**src/rtl/adder_3_bits.sv**
```systemverilog
// adder_3_bits
// ------------
// Registered 3-bit ripple-carry adder built from three chained full-adder
// cells. Operand bits and a carry-in are summed combinationally through a
// pure ripple chain (no lookahead, no carry-select). The 4-bit result is
// captured into output registers on the rising clock edge when in_vld is
// high, so results appear exactly one cycle after the operands are
// presented. Carry-out can feed the carry-in of the next slice of a wider
// ripple adder.
//
// Optional feature macro: ADDER_3_BITS_OVF_EN
//    When defined, a registered signed two's-complement overflow flag (ovf)
//    is added. It is captured with the sum, reset with it and held with it.
//    When undefined, the ovf port and all of its logic are absent.
//
// Ports:
//    clk      in   clock, all state updates on the rising edge
//    rst      in   synchronous active-high reset, priority over in_vld
//    a0..a2   in   operand A bits, a0 = LSB
//    b0..b2   in   operand B bits, b0 = LSB
//    cin      in   carry into bit 0
//    in_vld   in   operands valid this cycle
//    s0..s2   out  registered sum bits, s0 = LSB
//    cout     out  registered carry out of bit 2
//    out_vld  out  registered outputs hold a new result this cycle
//    ovf      out  registered signed overflow (only with the macro)

module adder_3_bits (
   input  logic clk,
   input  logic rst,
   input  logic a0,
   input  logic a1,
   input  logic a2,
   input  logic b0,
   input  logic b1,
   input  logic b2,
   input  logic cin,
   input  logic in_vld,
   output logic s0,
   output logic s1,
   output logic s2,
   output logic cout,
`ifdef ADDER_3_BITS_OVF_EN
   output logic ovf,
`endif
   output logic out_vld
);

   logic [2:0] opA;
   logic [2:0] opB;
   logic [3:0] carry;
   logic [2:0] sumComb;

   logic [2:0] sum_d;
   logic [2:0] sum_q;
   logic       cout_d;
   logic       cout_q;
   logic       out_vld_d;
   logic       out_vld_q;
`ifdef ADDER_3_BITS_OVF_EN
   logic       ovf_d;
   logic       ovf_q;
`endif

   assign opA = {a2, a1, a0};
   assign opB = {b2, b1, b0};

   // Ripple carry chain: each full-adder cell produces its sum bit and
   // hands its carry to the next cell. carry[0] is the external carry-in
   // and carry[3] is the carry out of the top bit. Written bit by bit so
   // the structure stays a plain ripple rather than a tool-chosen adder.
   always_comb begin
      carry   = '0;
      sumComb = '0;
      carry[0] = cin;
      for (int i = 0; i < 3; i++) begin
         sumComb[i]   = opA[i] ^ opB[i] ^ carry[i];
         carry[i + 1] = (opA[i] & opB[i]) | (carry[i] & (opA[i] ^ opB[i]));
      end
   end

   // Next-state selection for the output registers. Defaults keep the
   // current result so that an idle cycle holds the last sum; out_vld only
   // marks the single cycle right after a capture, so it defaults low.
   always_comb begin
      sum_d     = sum_q;
      cout_d    = cout_q;
      out_vld_d = 1'b0;
`ifdef ADDER_3_BITS_OVF_EN
      ovf_d     = ovf_q;
`endif
      if (in_vld) begin
         sum_d     = sumComb;
         cout_d    = carry[3];
         out_vld_d = 1'b1;
`ifdef ADDER_3_BITS_OVF_EN
         // Signed overflow: the carry into the sign bit disagrees with the
         // carry out of it.
         ovf_d     = carry[2] ^ carry[3];
`endif
      end
   end

   // Output registers with synchronous reset. Reset wins over in_vld, so a
   // reset edge always leaves a clean zero result with out_vld low.
   always_ff @(posedge clk) begin
      if (rst) begin
         sum_q     <= '0;
         cout_q    <= 1'b0;
         out_vld_q <= 1'b0;
`ifdef ADDER_3_BITS_OVF_EN
         ovf_q     <= 1'b0;
`endif
      end else begin
         sum_q     <= sum_d;
         cout_q    <= cout_d;
         out_vld_q <= out_vld_d;
`ifdef ADDER_3_BITS_OVF_EN
         ovf_q     <= ovf_d;
`endif
      end
   end

   // Outputs come straight from registers, so there is no combinational
   // path from any input to any output.
   assign s0      = sum_q[0];
   assign s1      = sum_q[1];
   assign s2      = sum_q[2];
   assign cout    = cout_q;
   assign out_vld = out_vld_q;
`ifdef ADDER_3_BITS_OVF_EN
   assign ovf     = ovf_q;
`endif

endmodule

```
**config.mk**
```make
export PLATFORM = sky130hd
export DESIGN_NAME = adder_3_bits
export DESIGN_NICKNAME = d
export VERILOG_FILES = /design/src/rtl/adder_3_bits.sv
export SDC_FILE = /design/constraint.sdc
export NUM_CORES = 1
export LEC_CHECK = 0
export BUFFER_PORTS_ARGS = -buffer_cell sky130_fd_sc_hd__buf_2
export CAP_MARGIN = 20
export CORE_AREA = 3 3 40 42
export CTS_CLUSTER_SIZE = 30
export DETAILED_ROUTE_END_ITERATION = 10
export DIE_AREA = 0 0 43 45
export GPL_TIMING_DRIVEN = 0
export SYNTH_ARGS = -nofsm -noshare
export SYNTH_HDL_FRONTEND = slang
export SYNTH_SLANG_ARGS = --single-unit
```
**constraint.sdc**
```tcl
create_clock -name clk -period 2 [get_ports clk]
set_input_delay 0.4 -clock clk [delete_from_list [all_inputs] [get_ports clk]]
set_output_delay 0.4 -clock clk [all_outputs]
set_load 0.01 [all_outputs]
```
---- Word-level counts from Yosys, hierarchy flattened ----
Cells that the tools add are included.
word-level totals
  flip-flop bits (word level) ............. 5
  input bits .............................. 10
  output and inout port bits .............. 5
  word-level logic and storage cells ...... 19
operators by class
  muxes and demuxes ....................... 1
  bitwise gates (word level) .............. 15
operators with widths
  kind               number
  1-bit bitwise AND  6
  1-bit XOR          6
  1-bit bitwise OR   3
  1-bit two-way mux  1

---- Longest topological paths before layout ----
  word-level depth ........................ 7
  gate-level depth with buffers ........... 7
  mapped depth without buffers ............ 7

---- Least setup slack after synthesis ----
OpenSTA, ideal clock, no wires.
  path kind ............................... input port to flip-flop
  start ................................... in a0
  end ..................................... reg sum_q[2]
  setup time .............................. 0.086 ns
  arrival time ............................ 1.713 ns
  required time ........................... 1.914 ns
  slack ................................... 0.202 ns
  stages .................................. 7
  buffers on the path ..................... 0
  path through ............................ inv_1 > fa_1 > inv_1 > fa_1 > inv_1 > fa_1 > a211oi_1
on the way
  cells in the longest elaborated chain, start to end .. 6
  elaborated cells between the ends (all ways) .. 7
  classes of those cells .................. bitwise: 7
ends and longest elaborated chain
  what                    line  text
  start: declaration      31    input logic a0,
  1-bit XOR               78    carry[i + 1] = (opA[i] & opB[i]) | (carry[i] & (opA[i] ^ opB[i]));
  1-bit bitwise AND       78
  1-bit bitwise OR (*)    78
  1-bit bitwise AND (*)   78
  1-bit bitwise OR (*)    78
  1-bit XOR (*)           77    sumComb[i] = opA[i] ^ opB[i] ^ carry[i];
  end signal: assignment  115   sum_q <= sum_d;
  end: declaration        55    logic [2:0] sum_q;
Every way passes the cells marked *; elsewhere a longest branch is shown, timed or not.
A chain may end at the register's enable or synchronous reset.

---- Worst setup path after layout ----
Same ends and word-level chain as after synthesis.

==> out/metrics.yaml <==
worst_setup_path_end_kind: "flip-flop"
grt_pass1_wl_um: 738
gp_congestion: 0.642
initial_core_util: 0.196
cts_root_buffer: "clkbuf_4"
cp.required_ns: 2.15
ys_types: 8
grt_max_degree: 9
die_h_um: 45
seq_area_um2: 100
layout.nets: 56
ios: 15
reg2regPathDepth: 2
ys_seq_area_frac: 0.398
drive_gt1_frac: 0.405
cts_tree: "done"
ys_ff_latch: 5
clockBufferDepth: 2
clk_latency_ns: 0.23
outcome: "finished clean"
ir_worst_vdd_mv: 0.256
dp_hpwl_um: 378
slew_viol_final: 0
cp_max_fo: 1
setup_viol: 0
fin_tns_setup_ns: 0
yosysTopAreaCellShare: 0.398
total_leakage_power_nw: 0.196
multiInputGateArea_um2: 114
cpMaxStageDelayCell: "fa_1"
p_per_area_mw_per_mm2: 768
n_antenna_cell: 0
synthesis.nets: 38
fillers: 144
final_area_um2: 362
min_period_over_period: 0.861
via_count: 204
syn2layout_area_growth_pct: 43.8
hold_class: "input port to flip-flop"
mostFrequentLayoutCell: "buf_2"
cp-start-kind: "input port"
cp_top_family: "adder cells"
place_area_um2: 335
fin_crit_ns: 1.72
post_cts_resized: 0
first_pass_iters: 2
rsz0062_at_grt: "no"
drv_cap: 0
totalPowerFinal_w: 0.000278
htreeDepth: 1
cts_setup_buffers: 0
clkTransAtPathRegs_ns: 0.04
clock_sinks: 5
die_area_mm2: 0.00194
port_buffers: 13
ant_nets: 0
synth_warnings: 0
grt_use_total: 0.0544
hold_viol: 0
drc_errors: 0
holdBufCountCts: 0
coreArea_mm2: 0.00128
grt-ovfl-total: 0
synthCells: 25
crit_type: "input port to flip-flop"
critPathArrivalTime_ns: 1.87
relSlewSlack: 0.877
die_w_um: 43
path_depth: 8
yosys.area.top_type: "dfxtp_1"
fin_util: 0.281
hold_ws_ns: 0.373
worst_pin_slew_ns: 0.183
totalWireLength_um: 467
layout_common_cells: "buf_2 (13), inv_1 (7), dfxtp_1 (5), nor2_1 (4)"
wl_per_cell_um: 8.19
path_buf_inv: 4
antenna_found_initial: 0
cts_buffers: 3
critPathMaxStageDelay_ns: 0.43
finClkSkew_ns: 0
placementRows: 13
cp_cell_sequence: "buf_2, inv_1, fa_1, inv_1, fa_1, inv_1, fa_1, a211oi_1"
drt_iter0_markers: 1
synth_area_leaders: "dfxtp_1 (40%), fa_1 (24%), inv_1 (10%)"
fmax_mhz: 581
viasPerCell: 3.58
syn_area_per_cell_um2: 10.1
syn_area_um2: 251
grt_pass1_vias: 168
min_path_cells: 2
routing by layer:
| metal | up-vias | routed length, um | GRT usage |
|---|---|---|---|
| met5 | - | 0 | 0 |
| met4 | 0 | 0 | 0.0361 |
| met3 | 0 | 61 | 0.0398 |
| met2 | 10 | 196 | 0.0719 |
| met1 | 86 | 210 | 0.0611 |
| li1 | 108 | - | - |
logic make-up after synthesis:
kind of cell | Yosys count | synth area share
AO/OA/AOI/OAI | 3 | 0.0895
adder cells (fa/ha/maj) | 3 | 0.239
buffers and inverters | 8 | 0.149
flip-flops | 5 | 0.398
multiplexers | 1 | 0.0398
AND/OR/NAND/NOR | 5 | 0.0846
worst register-to-register path, delay by kind of cell (launching register included):
family / cells / cell delay (ns)
AOI/OAI and AO/OA: 1 / 0.16
DFF: 1 / 0.32
and+or+nand+nor: 1 / 0.05
sequential cells by signal (all words and copies together) (netlist names):
name / count
sum_q: 3
out_vld: 1
cout: 1
final timing paths:
check	startpoint	end	slack (ns)
hold / removal	in_vld	sum_q[0]	0.37
hold reg to reg	cout	cout	0.48
setup / recovery	a0	sum_q[2]	0.28
setup reg to reg	sum_q[2]	sum_q[2]	1.39
layout make-up:
cell class / count / area share
Multi-Input combinational cell: 12 / 0.315
Sequential cell: 5 / 0.277
Timing Repair Buffer: 13 / 0.180
Clock buffer: 4 / 0.0727
Inverter: 7 / 0.0727
Tap cell: 15 / 0.0519
Buffer: 1 / 0.0311
Yosys cell counts, drive strengths merged:
master,count
mux2i,1
inv,7
dfxtp,5
buf,1
fa,3
nor2,4
a211oi,3
nor2b,1
power by group:
part / internal, W / total, W / switching [W]
combinational: 0.0000249 / 0.0000502 / 0.0000253
sequential: 0.000109 / 0.000112 / 0.00000339
clock: 0.0000754 / 0.000116 / 0.0000402
total: 0.000209 / 0.000278 / 0.0000689
per-stage QoR:
stage / setup slack, ns / std cells
final: 0.278 / 57
after global routing: 0.196 / 57
after CTS: 0.265 / 57
after detailed placement: 0.0602 / 53
after global placement: 0.0559 / 53
after floorplan: 0.202 / 25
Power figures use the tool's default switching activity.
